==> src/rtl/alu_pipeline.sv <==
// Two-stage (EX, WB) execution datapath: register file, ALU, full operand forwarding,
// valid/ready on both ends, in-order retirement.
package alu_pipeline_pkg;
  typedef enum logic [3:0] {
    OpAdd, OpSub, OpAnd, OpOr, OpXor, OpSll, OpSrl, OpSra, OpSlt, OpSltu
  } alu_op_e;
endpackage

module alu_pipeline
  import alu_pipeline_pkg::*;
#(
  parameter int unsigned XLEN  = 32,
  parameter int unsigned NREGS = 32
) (
  input  logic                       clk,
  input  logic                       rst,
  alu_pipeline_if.slave              bus,
  input  logic [$clog2(NREGS)-1:0]   dbg_addr,
  output logic [XLEN-1:0]            dbg_data
);
  localparam int unsigned AW = $clog2(NREGS);
  localparam int unsigned SW = $clog2(XLEN);

  logic [XLEN-1:0] r_rf [NREGS];

  logic            r_ex_valid;
  alu_op_e         r_ex_op;
  logic [AW-1:0]   r_ex_dst;
  logic [XLEN-1:0] r_ex_a;
  logic [XLEN-1:0] r_ex_b;

  logic            r_wb_valid;
  logic [AW-1:0]   r_wb_dst;
  logic [XLEN-1:0] r_wb_data;

  logic            w_stall;
  logic            w_accept;
  logic            w_retire;
  logic [XLEN-1:0] w_alu;
  logic [XLEN-1:0] w_op_a;
  logic [XLEN-1:0] w_src2;
  logic [XLEN-1:0] w_op_b;
  logic [SW-1:0]   w_shamt;

  // Youngest producer wins: EX result beats WB result beats the register file.
  function automatic logic [XLEN-1:0] f_resolve(
    input logic [AW-1:0]   src,
    input logic            ex_v,
    input logic [AW-1:0]   ex_d,
    input logic [XLEN-1:0] ex_r,
    input logic            wb_v,
    input logic [AW-1:0]   wb_d,
    input logic [XLEN-1:0] wb_r,
    input logic [XLEN-1:0] rf_v
  );
    logic [XLEN-1:0] val;
    if (src == '0)                   val = '0;
    else if (ex_v && (ex_d == src))  val = ex_r;
    else if (wb_v && (wb_d == src))  val = wb_r;
    else                             val = rf_v;
    return val;
  endfunction

  assign w_stall      = r_wb_valid & ~bus.out_ready;
  assign bus.in_ready = ~rst & ~w_stall;
  assign w_accept     = bus.in_valid & bus.in_ready;
  assign w_retire     = r_wb_valid & bus.out_ready;

  assign bus.out_valid = r_wb_valid;
  assign bus.out_dst   = r_wb_dst;
  assign bus.out_data  = r_wb_data;

  assign dbg_data = r_rf[dbg_addr];

  always_comb begin
    w_op_a = f_resolve(bus.in_src1, r_ex_valid, r_ex_dst, w_alu,
                       r_wb_valid, r_wb_dst, r_wb_data, r_rf[bus.in_src1]);
    w_src2 = f_resolve(bus.in_src2, r_ex_valid, r_ex_dst, w_alu,
                       r_wb_valid, r_wb_dst, r_wb_data, r_rf[bus.in_src2]);
    w_op_b = bus.in_use_imm ? bus.in_imm : w_src2;
  end

  always_comb begin
    w_shamt = r_ex_b[SW-1:0];
    w_alu   = '0;
    case (r_ex_op)
      OpAdd:   w_alu = r_ex_a + r_ex_b;
      OpSub:   w_alu = r_ex_a - r_ex_b;
      OpAnd:   w_alu = r_ex_a & r_ex_b;
      OpOr:    w_alu = r_ex_a | r_ex_b;
      OpXor:   w_alu = r_ex_a ^ r_ex_b;
      OpSll:   w_alu = r_ex_a << w_shamt;
      OpSrl:   w_alu = r_ex_a >> w_shamt;
      OpSra:   w_alu = $unsigned($signed(r_ex_a) >>> w_shamt);
      OpSlt:   w_alu = {{(XLEN-1){1'b0}}, ($signed(r_ex_a) < $signed(r_ex_b))};
      OpSltu:  w_alu = {{(XLEN-1){1'b0}}, (r_ex_a < r_ex_b)};
      default: w_alu = '0;
    endcase
  end

  always_ff @(posedge clk or posedge rst) begin
    if (rst) begin
      r_ex_valid <= 1'b0;
      r_ex_op    <= OpAdd;
      r_ex_dst   <= '0;
      r_ex_a     <= '0;
      r_ex_b     <= '0;
      r_wb_valid <= 1'b0;
      r_wb_dst   <= '0;
      r_wb_data  <= '0;
    end else if (!w_stall) begin
      r_ex_valid <= w_accept;
      if (w_accept) begin
        r_ex_op  <= alu_op_e'(bus.in_op);
        r_ex_dst <= bus.in_dst;
        r_ex_a   <= w_op_a;
        r_ex_b   <= w_op_b;
      end
      r_wb_valid <= r_ex_valid;
      if (r_ex_valid) begin
        r_wb_dst  <= r_ex_dst;
        r_wb_data <= w_alu;
      end
    end
  end

  // Register 0 is never written, so it stays at its reset value of zero.
  always_ff @(posedge clk or posedge rst) begin
    if (rst) begin
      for (int unsigned i = 0; i < NREGS; i++) r_rf[i] <= '0;
    end else if (w_retire && (r_wb_dst != '0)) begin
      r_rf[r_wb_dst] <= r_wb_data;
    end
  end
endmodule

==> src/rtl/alu_pipeline_if.sv <==
// Instruction-in / writeback-out handshake bundle for alu_pipeline.
// The master drives instructions and accepts results; the slave is the datapath.
interface alu_pipeline_if #(
  parameter int unsigned XLEN  = 32,
  parameter int unsigned NREGS = 32,
  parameter int unsigned OpW   = 4
);
  localparam int unsigned AW = $clog2(NREGS);

  logic            in_valid;
  logic            in_ready;
  logic [OpW-1:0]  in_op;
  logic [AW-1:0]   in_dst;
  logic [AW-1:0]   in_src1;
  logic [AW-1:0]   in_src2;
  logic            in_use_imm;
  logic [XLEN-1:0] in_imm;
  logic            out_valid;
  logic            out_ready;
  logic [AW-1:0]   out_dst;
  logic [XLEN-1:0] out_data;

  modport master (
    output in_valid, in_op, in_dst, in_src1, in_src2, in_use_imm, in_imm, out_ready,
    input  in_ready, out_valid, out_dst, out_data
  );

  modport slave (
    input  in_valid, in_op, in_dst, in_src1, in_src2, in_use_imm, in_imm, out_ready,
    output in_ready, out_valid, out_dst, out_data
  );
endinterface

==> src/flat_wrapper.sv <==
// flat-port wrapper written by rule: the top's interface ports become plain ports
module alu_pipeline_flat import alu_pipeline_pkg::*;
#(
  parameter int unsigned XLEN  = 32,
  parameter int unsigned NREGS = 32
)
  (clk, rst, dbg_addr, dbg_data, bus_in_valid, bus_in_op, bus_in_dst, bus_in_src1, bus_in_src2, bus_in_use_imm, bus_in_imm, bus_out_ready, bus_in_ready, bus_out_valid, bus_out_dst, bus_out_data);
  alu_pipeline_if #(.XLEN(XLEN), .NREGS(NREGS), .OpW(4)) bus_i ();
  input  logic clk;
  input  logic rst;
  input  logic [$clog2(NREGS)-1:0] dbg_addr;
  output logic [XLEN-1:0] dbg_data;
  input wire logic [$bits(bus_i.in_valid)-1:0] bus_in_valid;
  input wire logic [$bits(bus_i.in_op)-1:0] bus_in_op;
  input wire logic [$bits(bus_i.in_dst)-1:0] bus_in_dst;
  input wire logic [$bits(bus_i.in_src1)-1:0] bus_in_src1;
  input wire logic [$bits(bus_i.in_src2)-1:0] bus_in_src2;
  input wire logic [$bits(bus_i.in_use_imm)-1:0] bus_in_use_imm;
  input wire logic [$bits(bus_i.in_imm)-1:0] bus_in_imm;
  input wire logic [$bits(bus_i.out_ready)-1:0] bus_out_ready;
  output wire logic [$bits(bus_i.in_ready)-1:0] bus_in_ready;
  output wire logic [$bits(bus_i.out_valid)-1:0] bus_out_valid;
  output wire logic [$bits(bus_i.out_dst)-1:0] bus_out_dst;
  output wire logic [$bits(bus_i.out_data)-1:0] bus_out_data;
  assign bus_i.in_valid = bus_in_valid;
  assign bus_i.in_op = bus_in_op;
  assign bus_i.in_dst = bus_in_dst;
  assign bus_i.in_src1 = bus_in_src1;
  assign bus_i.in_src2 = bus_in_src2;
  assign bus_i.in_use_imm = bus_in_use_imm;
  assign bus_i.in_imm = bus_in_imm;
  assign bus_i.out_ready = bus_out_ready;
  assign bus_in_ready = bus_i.in_ready;
  assign bus_out_valid = bus_i.out_valid;
  assign bus_out_dst = bus_i.out_dst;
  assign bus_out_data = bus_i.out_data;
  alu_pipeline #(.XLEN(XLEN), .NREGS(NREGS)) u_core (.clk(clk), .rst(rst), .bus(bus_i), .dbg_addr(dbg_addr), .dbg_data(dbg_data));
endmodule
==> config.mk <==
export PLATFORM = sky130hd
export DESIGN_NAME = alu_pipeline_flat
export DESIGN_NICKNAME = d
export VERILOG_FILES = /design/src/rtl/alu_pipeline.sv /design/src/rtl/alu_pipeline_if.sv /design/src/flat_wrapper.sv
export SDC_FILE = /design/constraint.sdc
export NUM_CORES = 2
export LEC_CHECK = 0
export ABC_AREA = 0
export CAP_MARGIN = 15
export CORE_ASPECT_RATIO = 0.7
export CORE_MARGIN = 8
export CORE_UTILIZATION = 43
export CTS_BUF_LIST = sky130_fd_sc_hd__clkbuf_16
export DETAILED_ROUTE_END_ITERATION = 8
export SYNTH_ARGS = -nofsm -noshare
export SYNTH_HDL_FRONTEND = slang
export SYNTH_SLANG_ARGS = --single-unit
==> constraint.sdc <==
create_clock -name clk -period 49.7 [get_ports clk]
set_input_delay 9.94 -clock clk [delete_from_list [all_inputs] [get_ports clk]]
set_output_delay 9.94 -clock clk [all_outputs]
set_load 0.02 [all_outputs]
Word level (Yosys, flattened, before mapping)
Cells that the tools add are included.
{"block": "totals", "reg_bits": 1136, "out_inout_bits": 71}
{"block": "classes", "n_addsub": 2, "magnitude_cmp": 7, "n_eq_ne": 13, "shifts": 3, "mux": 20, "bitwise_logic": 14, "reduce_logical": 12}
{"operator": "bitwise mux 1024 bit", "n": 1}
{"operator": "binary-select mux 32 bit (select 5 bit)", "n": 3}
{"operator": "2-to-1 mux 32 bit", "n": 14}
{"operator": "case mux 32 bit (10 select lines)", "n": 1}
{"operator": "demux 32 bit (select 5 bit)", "n": 1}
{"operator": "< comparator 32 bit", "n": 2}
{"operator": "adder 32 bit", "n": 1}
{"operator": "AND 32 bit", "n": 1}
{"operator": "OR 32 bit", "n": 1}
{"operator": "<< shifter 32 x 5 -> 32 bit", "n": 1}
{"operator": "right shift 32 x 5 -> 32 bit", "n": 1}
{"operator": ">>> shifter 32 x 5 -> 32 bit", "n": 1}
{"operator": "subtractor 32 bit", "n": 1}
{"operator": "XOR 32 bit", "n": 1}
{"operator": "greater-or-equal comparator 6 bit (second input constant)", "n": 4}
{"operator": "inverter 5 -> 6 bit", "n": 4}
{"operator": "equality test 5 bit", "n": 4}
{"operator": "equality test 4 x 3 -> 1 bit (second input constant)", "n": 4}
{"operator": "zero test 5 bit", "n": 2}
{"operator": "equality test 4 x 2 -> 1 bit (second input constant)", "n": 2}
{"operator": "equality test 4 bit (second input constant)", "n": 2}
{"operator": "logical AND 1 bit", "n": 6}
{"operator": "< comparator 6 x 1 -> 1 bit (second input constant)", "n": 1}
{"operator": "nonzero test 5 bit", "n": 1}
{"operator": "5 further kinds", "n": 11}

Logic depth before layout (Yosys ltp)
{"block": "depth", "depth_word": 8, "mapped_depth": 16, "depth_no_buf": 14}

Worst setup path after synthesis
Ideal clock, no wire load.
{"block": "synth_timing", "path_type": "input to register", "from": "input port rst", "to": "register u_core.r_ex_a[10]", "arrival_ns": 36.644, "t_required_ns": 49.609, "path_slack_ns": 12.965, "stages": 8, "cell_sequence": "inv_1 and3_1 clkbuf_1 o21ai_0 or2_2 clkbuf_1 clkbuf_1 o221ai_1"}
{"block": "synth_between", "elab_chain_len": 4}
{"element": "start, declared", "line_no": "flat_wrapper.sv:10", "text": "input logic rst;"}
{"element": "inverter 1 bit", "line_no": "alu_pipeline.sv:65", "text": "assign bus.in_ready = ~rst & ~w_stall;"}
{"element": "AND 1 bit", "line_no": "alu_pipeline.sv:65"}
{"element": "AND 1 bit", "line_no": "alu_pipeline.sv:66", "text": "assign w_accept = bus.in_valid & bus.in_ready;"}
{"element": "AND reduction 2 bit (no line)"}
{"element": "end signal, assigned", "line_no": "alu_pipeline.sv:116", "text": "r_ex_a <= w_op_a;"}
{"element": "end, declared", "line_no": "alu_pipeline.sv:29", "text": "logic [XLEN-1:0] r_ex_a;"}
No other way between the ends.
A chain may end at the register's enable or synchronous reset.

Final worst setup path
{"block": "layout_timing", "from": "input port dbg_addr[0]", "to": "output port dbg_data[5]"}
{"block": "layout_between", "elab_chain_len": 4}
{"element": "start, declared", "line_no": "flat_wrapper.sv:11", "text": "input logic [$clog2(NREGS)-1:0] dbg_addr;"}
{"element": "inverter 5 -> 6 bit (implied by the code)", "line_no": "alu_pipeline.sv:73", "text": "assign dbg_data = r_rf[dbg_addr];"}
{"element": "binary-select mux 32 bit (select 5 bit)", "line_no": "alu_pipeline.sv:73"}
{"element": "2-to-1 mux 32 bit (implied by the code) (2 in series)", "line_no": "alu_pipeline.sv:73"}
{"element": "end, declared", "line_no": "flat_wrapper.sv:12", "text": "output logic [XLEN-1:0] dbg_data;"}
No other way between the ends. The select of a mux whose other input is x is not followed.

==> results.md <==
- Worst IR drop on VDD: about 0.03 mV
- Met2 Track Usage GR: 0.4077
- Global-route wire length before repair: approximately 400 mm
- P_leak: about 36 nW
- Met1 Usage GRT: 0.4223
- Num Clock Sinks: 1136
- Pwr Total: about 3.8 mW
- Pwr/cell area: 46.14 nW/um^2
- R2r startpoint: u_core.r_ex_b[3]$_DFFE_PP0P_
- Row count: ~130
- Slew headroom: 0.1311
- Grt met3 use: 0.08048
- Post-Layout Inst Area: ~83000 sq um
- Yosys warnings: 0
- Core ar.: between 150000 and 200000 sq um
- CP max FO: a little under 60
- Final hold violations: 0
- Most frequent cells after synthesis: 1136 x dfrtp_1, 1068 x mux2_2, 999 x mux4_2
- Post-DRT Antenna Nets: 0
- Sequential area share after synthesis: 0.3742
- Top cell type's share of synthesized area: 0.3742
- GRT busiest layer: met1
- Final setup viols: 0
- Average cell area after synthesis: roughly 14 sq um
- Die area: 190600 sq um
- CTS tree: done
- Die H: 367.7 um
- Crit. Startpoint: dbg_addr[0]
- Final WS setup: 25.33 ns
- Initial antenna violation count: 7
- Gr ovfl total: 0
- Post_cts resized: 0
- Multiplexer area fraction after synthesis: 0.4720
- Total Wirelength: about 280 mm
- CTS HTree Levels: 3
- Ys flop type: dfrtp_1
- TNS Setup: 0 ns
- Clk Latency, worst-skew pair: between 0.7 and 0.8 ns
- Run status: finished, final reports clean
- Synth Area in Compound Gates: 0.05900
- Worst hold slack: approximately 0.41 ns
- Setup Skew: 0.03488 ns
- Root Driver: clkbuf_16
- Min cycle time layout: roughly 24 ns
- CP Class: in2out
- Gpl congestion: approximately 1.0
- Die width: 518.4 um
- Cell count of the worst reg-to-reg path: 14
- Synth area leader: dfrtp_1
- Routed vias: 54010
- Cell variety after synth: between 90 and 100
- WL/cell: around 36 um
- # IOs: around 130
- Hold Buf Count CTS: 0
- Syn Nets: around 5700
- Most frequent cell after synthesis: dfrtp_1
- Critical path arrival: between 10 and 15 ns
- CTS clock-pin slew for the worst setup and hold paths: approximately 0.060 ns
- Drt initial violations: approximately 7400
- RSZ-0062 raised after global routing: no
- Inst Count DP: roughly 7500
- Layout Nets: ~5400
- Post-Synth XOR/XNOR Area: 0.003344
- Worst R2R End: u_core.r_ex_b[27]$_DFFE_PP0P_
- Synth Instances: between 5000 and 6000
- Slew @ Worst Pin: approximately 1.3 ns
- Flop2flop setup slack: around 44 ns
- Initial cell density of the core: 0.4314
- IO Port Bufs: ~130
- Yosys reg bits: 1136
- Cts bufs inserted: ~120
- Worst hold path depth: 0
- Final Util: 0.4728
- CP required: around 40 ns
- CP peak stage delay: 0.89 ns
- Mapped cell area: between 70000 and 80000 sq um
- Area Overhead vs Synth: 9.609%
- Fmax: ~40 MHz
- Max-cap viol count: 0
- Synth Area in Adders: 0.01700
- Pins over their slew limit: 0
- Share of layout cells above drive strength 1: 0.4613
- Ranking of synthesized cells by area: dfrtp_1 37%, mux4_2 30%, mux2_2 16%
- Clk buf depth: 3
- Largest family of logic cells by synthesized area: multiplexers
- Post-CTS setup buffer count: 0
- Placed Area: between 70000 and 80000 sq um
- Drt via density: around 7.0
- Filler cells: 15350
- Startpoint Class: primary input
- Simple-gate portion of the synthesized area: 0.03727
- Worst min path class: reg2reg
- Largest net degree at the start of global routing: 172
- GR Util All Layers: 0.2869
- First-pass iteration count of the detailed router: 6
- Post-Layout Cell Count: just under 8000
- Period Utilization, post-route: 0.4904
- Detail Placement HPWL: 173.8 mm
- Crit path capture type: primary output
- EDFF count, synth: 0
- Ys async rst share: 1.000
- Critical Path End: dbg_data[5]
- Vias in the first global route: approximately 53000
- Critical-path top delay cell: buf_4
- Pre-CTS setup slack: ~25 ns
- Crit-path cells: buf_8 -> buf_4 -> buf_4 -> mux4_2 -> mux4_2 -> mux2_2 -> clkdlybuf4s50_1
- DRC Markers: 0
worst max-delay path, delay by kind of cell:
family | cells | cell delay (ns)
mux | 3 | 1.44
buf+inv | 4 | 2.83
metal layers:
| layer | routed length [um] | vias to the layer above |
|---|---|---|
| li1 | - | 21240 |
| met1 | 117200 | 28910 |
| met2 | 119300 | 3299 |
| met3 | 31330 | 557 |
| met4 | 11650 | 4 |
| met5 | 15 | - |
logic make-up after synthesis:
kind of cell             count (synthesis)
multiplexers                          2196
flip-flops                            1136
buffers and inverters                  714
AO/OA/AOI/OAI                          676
AND/OR/NAND/NOR                        636
adder cells (fa/ha/maj)                102
XOR/XNOR                                29
power breakdown:
| group | switching [mW] | internal [mW] |
|---|---|---|
| clock network | 0.409 | 0.501 |
| logic | 0.748 | 0.731 |
| registers | 0.289 | 1.16 |
| total | 1.45 | 2.40 |
registers in the layout (all words and copies together), names as in the netlist:
name,count
u_core.bus.out_data,32
u_core.bus.out_dst,5
u_core.bus.out_valid,1
u_core.r_ex_a,32
u_core.r_ex_b,32
u_core.r_ex_dst,5
u_core.r_ex_op,4
u_core.r_ex_valid,1
u_core.r_rf,1024
layout by cell type, fill, tap and decap left out, types with 11 or more instances in the layout:
cell	synthesis	final
dfrtp_1	1136	1131
mux2_2	1068	1068
mux4_2	999	999
nor2_1	240	228
a21oi_1	204	204
nand2_1	215	202
buf_4	5	140
mux2i_1	124	124
o21ai_0	121	120
clkbuf_16	0	118
clkdlybuf4s50_1	0	116
inv_1	92	112
ha_1	100	100
o221ai_1	47	47
a211oi_1	40	40
nand3_1	38	36
clkinv_1	3	32
o211ai_1	30	30
o22ai_1	29	29
nor3_1	24	24
a21o_1	22	22
and3_1	23	20
clkinv_2	0	19
o21ai_1	18	18
a221o_1	17	17
xor2_1	17	17
o21a_1	16	16
nor2b_1	14	13
nor4_1	15	13
a221oi_1	13	13
bufinv_16	0	13
nor2_4	0	12
xnor2_1	12	12
nand2_4	0	11
worst min-delay path by stage:
stage                                   from                             to  slack [ns]
2_1_floorplan  u_core.r_rf[1000]$_DFFE_PP0P_  u_core.r_rf[1000]$_DFFE_PP0P_        0.46
3_3_place_gp   u_core.r_rf[1023]$_DFFE_PP0P_  u_core.r_rf[1023]$_DFFE_PP0P_        0.40
3_5_place_dp   u_core.r_rf[1022]$_DFFE_PP0P_  u_core.r_rf[1022]$_DFFE_PP0P_        0.40
4_1_cts        u_core.r_rf[1023]$_DFFE_PP0P_  u_core.r_rf[1023]$_DFFE_PP0P_        0.42
5_1_grt        u_core.r_rf[1011]$_DFFE_PP0P_  u_core.r_rf[1011]$_DFFE_PP0P_        0.43
6_report       u_core.r_rf[1023]$_DFFE_PP0P_  u_core.r_rf[1023]$_DFFE_PP0P_        0.41
final cells by class:
type                       count  area, sq um  share of cell area
sequential                  1136        28440              0.3415
clock inverter               103        908.4             0.01091
inverter                      99        379.1            0.004553
clock buffer                 118         2953             0.03546
timing repair buffer         279         2619             0.03145
multi-input combinational   3639        45010              0.5405
tap                         2358         2950             0.03543
antenna                        4        10.01           0.0001202
Power figures use the tool's default switching activity.
==> edit: new RTL, same settings <==
`NREGS` is set to 32 in 3 places; all go to 16.
--- a/src/rtl/alu_pipeline.sv
+++ b/src/rtl/alu_pipeline.sv
@@ -10,7 +10,7 @@
   import alu_pipeline_pkg::*;
 #(
   parameter int unsigned XLEN  = 32,
-  parameter int unsigned NREGS = 32
+  parameter int unsigned NREGS = 16
 ) (
   input  logic                       clk,
   input  logic                       rst,
--- a/src/rtl/alu_pipeline_if.sv
+++ b/src/rtl/alu_pipeline_if.sv
@@ -2,7 +2,7 @@
 // The master drives instructions and accepts results; the slave is the datapath.
 interface alu_pipeline_if #(
   parameter int unsigned XLEN  = 32,
-  parameter int unsigned NREGS = 32,
+  parameter int unsigned NREGS = 16,
   parameter int unsigned OpW   = 4
 );
   localparam int unsigned AW = $clog2(NREGS);
--- a/src/flat_wrapper.sv
+++ b/src/flat_wrapper.sv
@@ -2,7 +2,7 @@
 module alu_pipeline_flat import alu_pipeline_pkg::*;
 #(
   parameter int unsigned XLEN  = 32,
-  parameter int unsigned NREGS = 32
+  parameter int unsigned NREGS = 16
 )
   (clk, rst, dbg_addr, dbg_data, bus_in_valid, bus_in_op, bus_in_dst, bus_in_src1, bus_in_src2, bus_in_use_imm, bus_in_imm, bus_out_ready, bus_in_ready, bus_out_valid, bus_out_dst, bus_out_data);
   alu_pipeline_if #(.XLEN(XLEN), .NREGS(NREGS), .OpW(4)) bus_i ();
Ports: changed (5 resized); port bits go from 132 to 127. No check against the original RTL was run, so the function may have changed too.
==> edit against the original RTL <==
Area after synthesis fell by 42%; register-to-register slack improved by 0.50 ns; global-route usage fell by 2.1 points; cell count fell by 38%; largest power group unchanged; sequential cell count fell by 514; routed wire length fell by 45%; worst setup slack improved by 1.1 ns; highest routed layer is now met4; design area fell by 42%; combinational power fell by 28%; non-clock buffer count fell by 69; largest cell class unchanged; power fell by 36%; hold slack improved by 0.0032 ns; core utilization rose by 0.39 points; sequential share of layout area fell by 2.2 points.
==> edit: results (changes against the original RTL) <==
The tools report the reg-to-reg critical path endpoint as u_core.r_ex_b[19]. The largest stage delay on the critical path is 0.92 ns (+0.03 ns). The headroom to the max-slew limit came out at 0.142 (+0.0114). More flip-flops sit in one register than any other, and that register is u_core.r_rf. The worst hold path begins at u_core.r_rf[485].

The startpoint identified for the worst register-to-register timing path is u_core.r_ex_b[2]. The leakage power was 20.3 nW (-43%); the global router's overall resource usage was 0.266 (-0.0211). By area the synthesized netlist is led by sky130_fd_sc_hd__dfrtp_1 (35%), sky130_fd_sc_hd__mux4_2 (27%), sky130_fd_sc_hd__mux2_2 (13%). For the number of nets produced by synthesis, the log shows 3677 (-35%). The run gives 0.351 (-0.0230) as the share of synthesized area occupied by flip-flops and latches. The depth of the worst register-to-register path was 14 (unchanged). The wire length of the first global-routing pass is 228 mm (-44%), and the maximum fanout encountered on the critical timing path is 77 (+33%). The final-stage net count was 3581 (-34%); the total of warnings raised by yosys was 0 (unchanged). Endpoint with the worst hold slack: u_core.r_rf[485]. The highest ir drop seen on vdd was 0.0267 mV (-14%); the filler cell count was 9082 (-41%).

The post-detailed-route wirelength per cell is 31.7 um (-12%), and the number of antenna violations at the first check in global routing is 2 (-5). The maximum clock insertion buffer count is 3 (unchanged). The total instance count after detailed placement came out at 4702 (-37%). The logs give 0.0193 ns (-0.0156 ns) for the worst clock skew and 26.30 ns (+1.05 ns) for the worst setup slack after placement. The fraction of final layout cells with drive strength greater than 1 was 0.376 (-0.0854); the flip-flop count of the largest register, all copies and words added was 512 (-50%). The via count of the first global-routing pass is 31900 (-40%). For the number of cells produced by synthesis, the log shows 3518 (-36%). The signal arrival time at the worst endpoint came out at 13.33 ns (-1.10 ns). The detailed placer's ending HPWL was 98.6 mm (-43%); the maximum number of pins on one net before global-route repair was 178 (+3.5%). The worst hold slack is 0.417 ns (+0.00323 ns). The standard cell with the maximum stage delay on the critical path is sky130_fd_sc_hd__buf_4.

By count the netlist is led by sky130_fd_sc_hd__dfrtp_1 (622), sky130_fd_sc_hd__mux4_2 (537), sky130_fd_sc_hd__mux2_2 (530), sky130_fd_sc_hd__clkbuf_1 (266), sky130_fd_sc_hd__a21oi_1 (191). The number of optimization iterations in the first detailed-route pass was 8 (+2); the number of distinct library cell variants in the gate-level netlist after synthesis was 82 (-12%). The number of input and output port buffers inserted was 126 (-3.8%). For the number of setup buffers added after CTS, the log shows 0 (unchanged).

The post-detailed-routing wire length was 153 mm (-45%); the count of antenna diodes in the layout was 0 (-4). The worst-skew pair later-pin latency is 0.65 ns (-0.12 ns), and the number of DRC markers in iteration 0 is 4548 (-38%). The number of resized instances in the post-cts repair step was 0 (unchanged). The run gives 44.13 ns (+0.50 ns) as the setup slack of the worst register-to-register path.

The total CTS buffers is 67 (-42%). The flow ran to the end, and the final reports show no timing, DRC or antenna violations. The detail-routed via count per cell came out at 6.88 (-1.4%).

The run gives 0.985 (-1.6%) as the routability congestion estimate from global placement.
==> edit: changes by cell type after synthesis, sizes merged, moves of 13 or more <==
cell    delta
mux4     -464
dfrtp    -514
mux2     -540
nor2      -69
a21oi     -13
mux2i     -36
and3      -14
buf      -101
clkbuf   -139
a221o     -14
o221ai    -30
nand2     -53
==> edit: logic make-up (layout without fill, tap and decap cells) <==
kind of cell | count (synthesis) | count (layout) | share of synthesized area
muxes | 1156 | 1156 | 0.428
DFF | 622 | 622 | 0.351
AOI/OAI and AO/OA | 610 | 610 | 0.0893
and+or+nand+nor | 514 | 514 | 0.0527
buffers and inverters | 477 | 428 | 0.0426
adders and majority gates | 102 | 102 | 0.0291
xor gates and xnor gates | 37 | 37 | 0.00731
==> edit: metal layers <==
metal  global-route usage  part of all wire  up-vias
met1                0.400              0.43    17400
li1                     -                 -    13500
met2                0.376              0.43     1979
met3               0.0752              0.11      284
met4               0.0683             0.030        0
met5                    0                 0        -
==> edit: worst max path at each step <==
stage	start	to	slack, ns
6_report	dbg_addr[0]	dbg_data[27]	26.43
5_1_grt	dbg_addr[0]	dbg_data[27]	26.13
4_1_cts	dbg_addr[0]	dbg_data[31]	26.31
3_5_place_dp	dbg_addr[0]	dbg_data[31]	26.30
3_3_place_gp	dbg_addr[0]	dbg_data[31]	26.37
2_1_floorplan	rst	u_core.bus.out_data[0]	22.33
==> edit: report_power, final <==
group	internal, mW	switching (mW)
registers	0.663	0.223
logic	0.522	0.540
clock network	0.284	0.220
==> edit: metrics by stage <==
stage          total power [mW]  cell area (um^2)
2_1_floorplan              1.56             44300
3_3_place_gp               1.92             46500
3_5_place_dp               1.93             46500
4_1_cts                    2.44             48700
5_1_grt                    2.57             48700
6_report                   2.45             48700
==> edit: final cells by class <==
cell class,instances,area [um^2],area share
inverter,102,390,0.00802
clock buffer,69,1730,0.0355
sequential,622,15600,0.320
tap,1350,1690,0.0347
clock inverter,47,413,0.00848
multi-input combinational,2419,27000,0.554
timing repair buffer,210,1920,0.0394
==> edit: worst max-delay path, delay by kind of cell <==
kind	cells	cell delay [ns]
mux	2	1.18
buf+inv	3	2.14
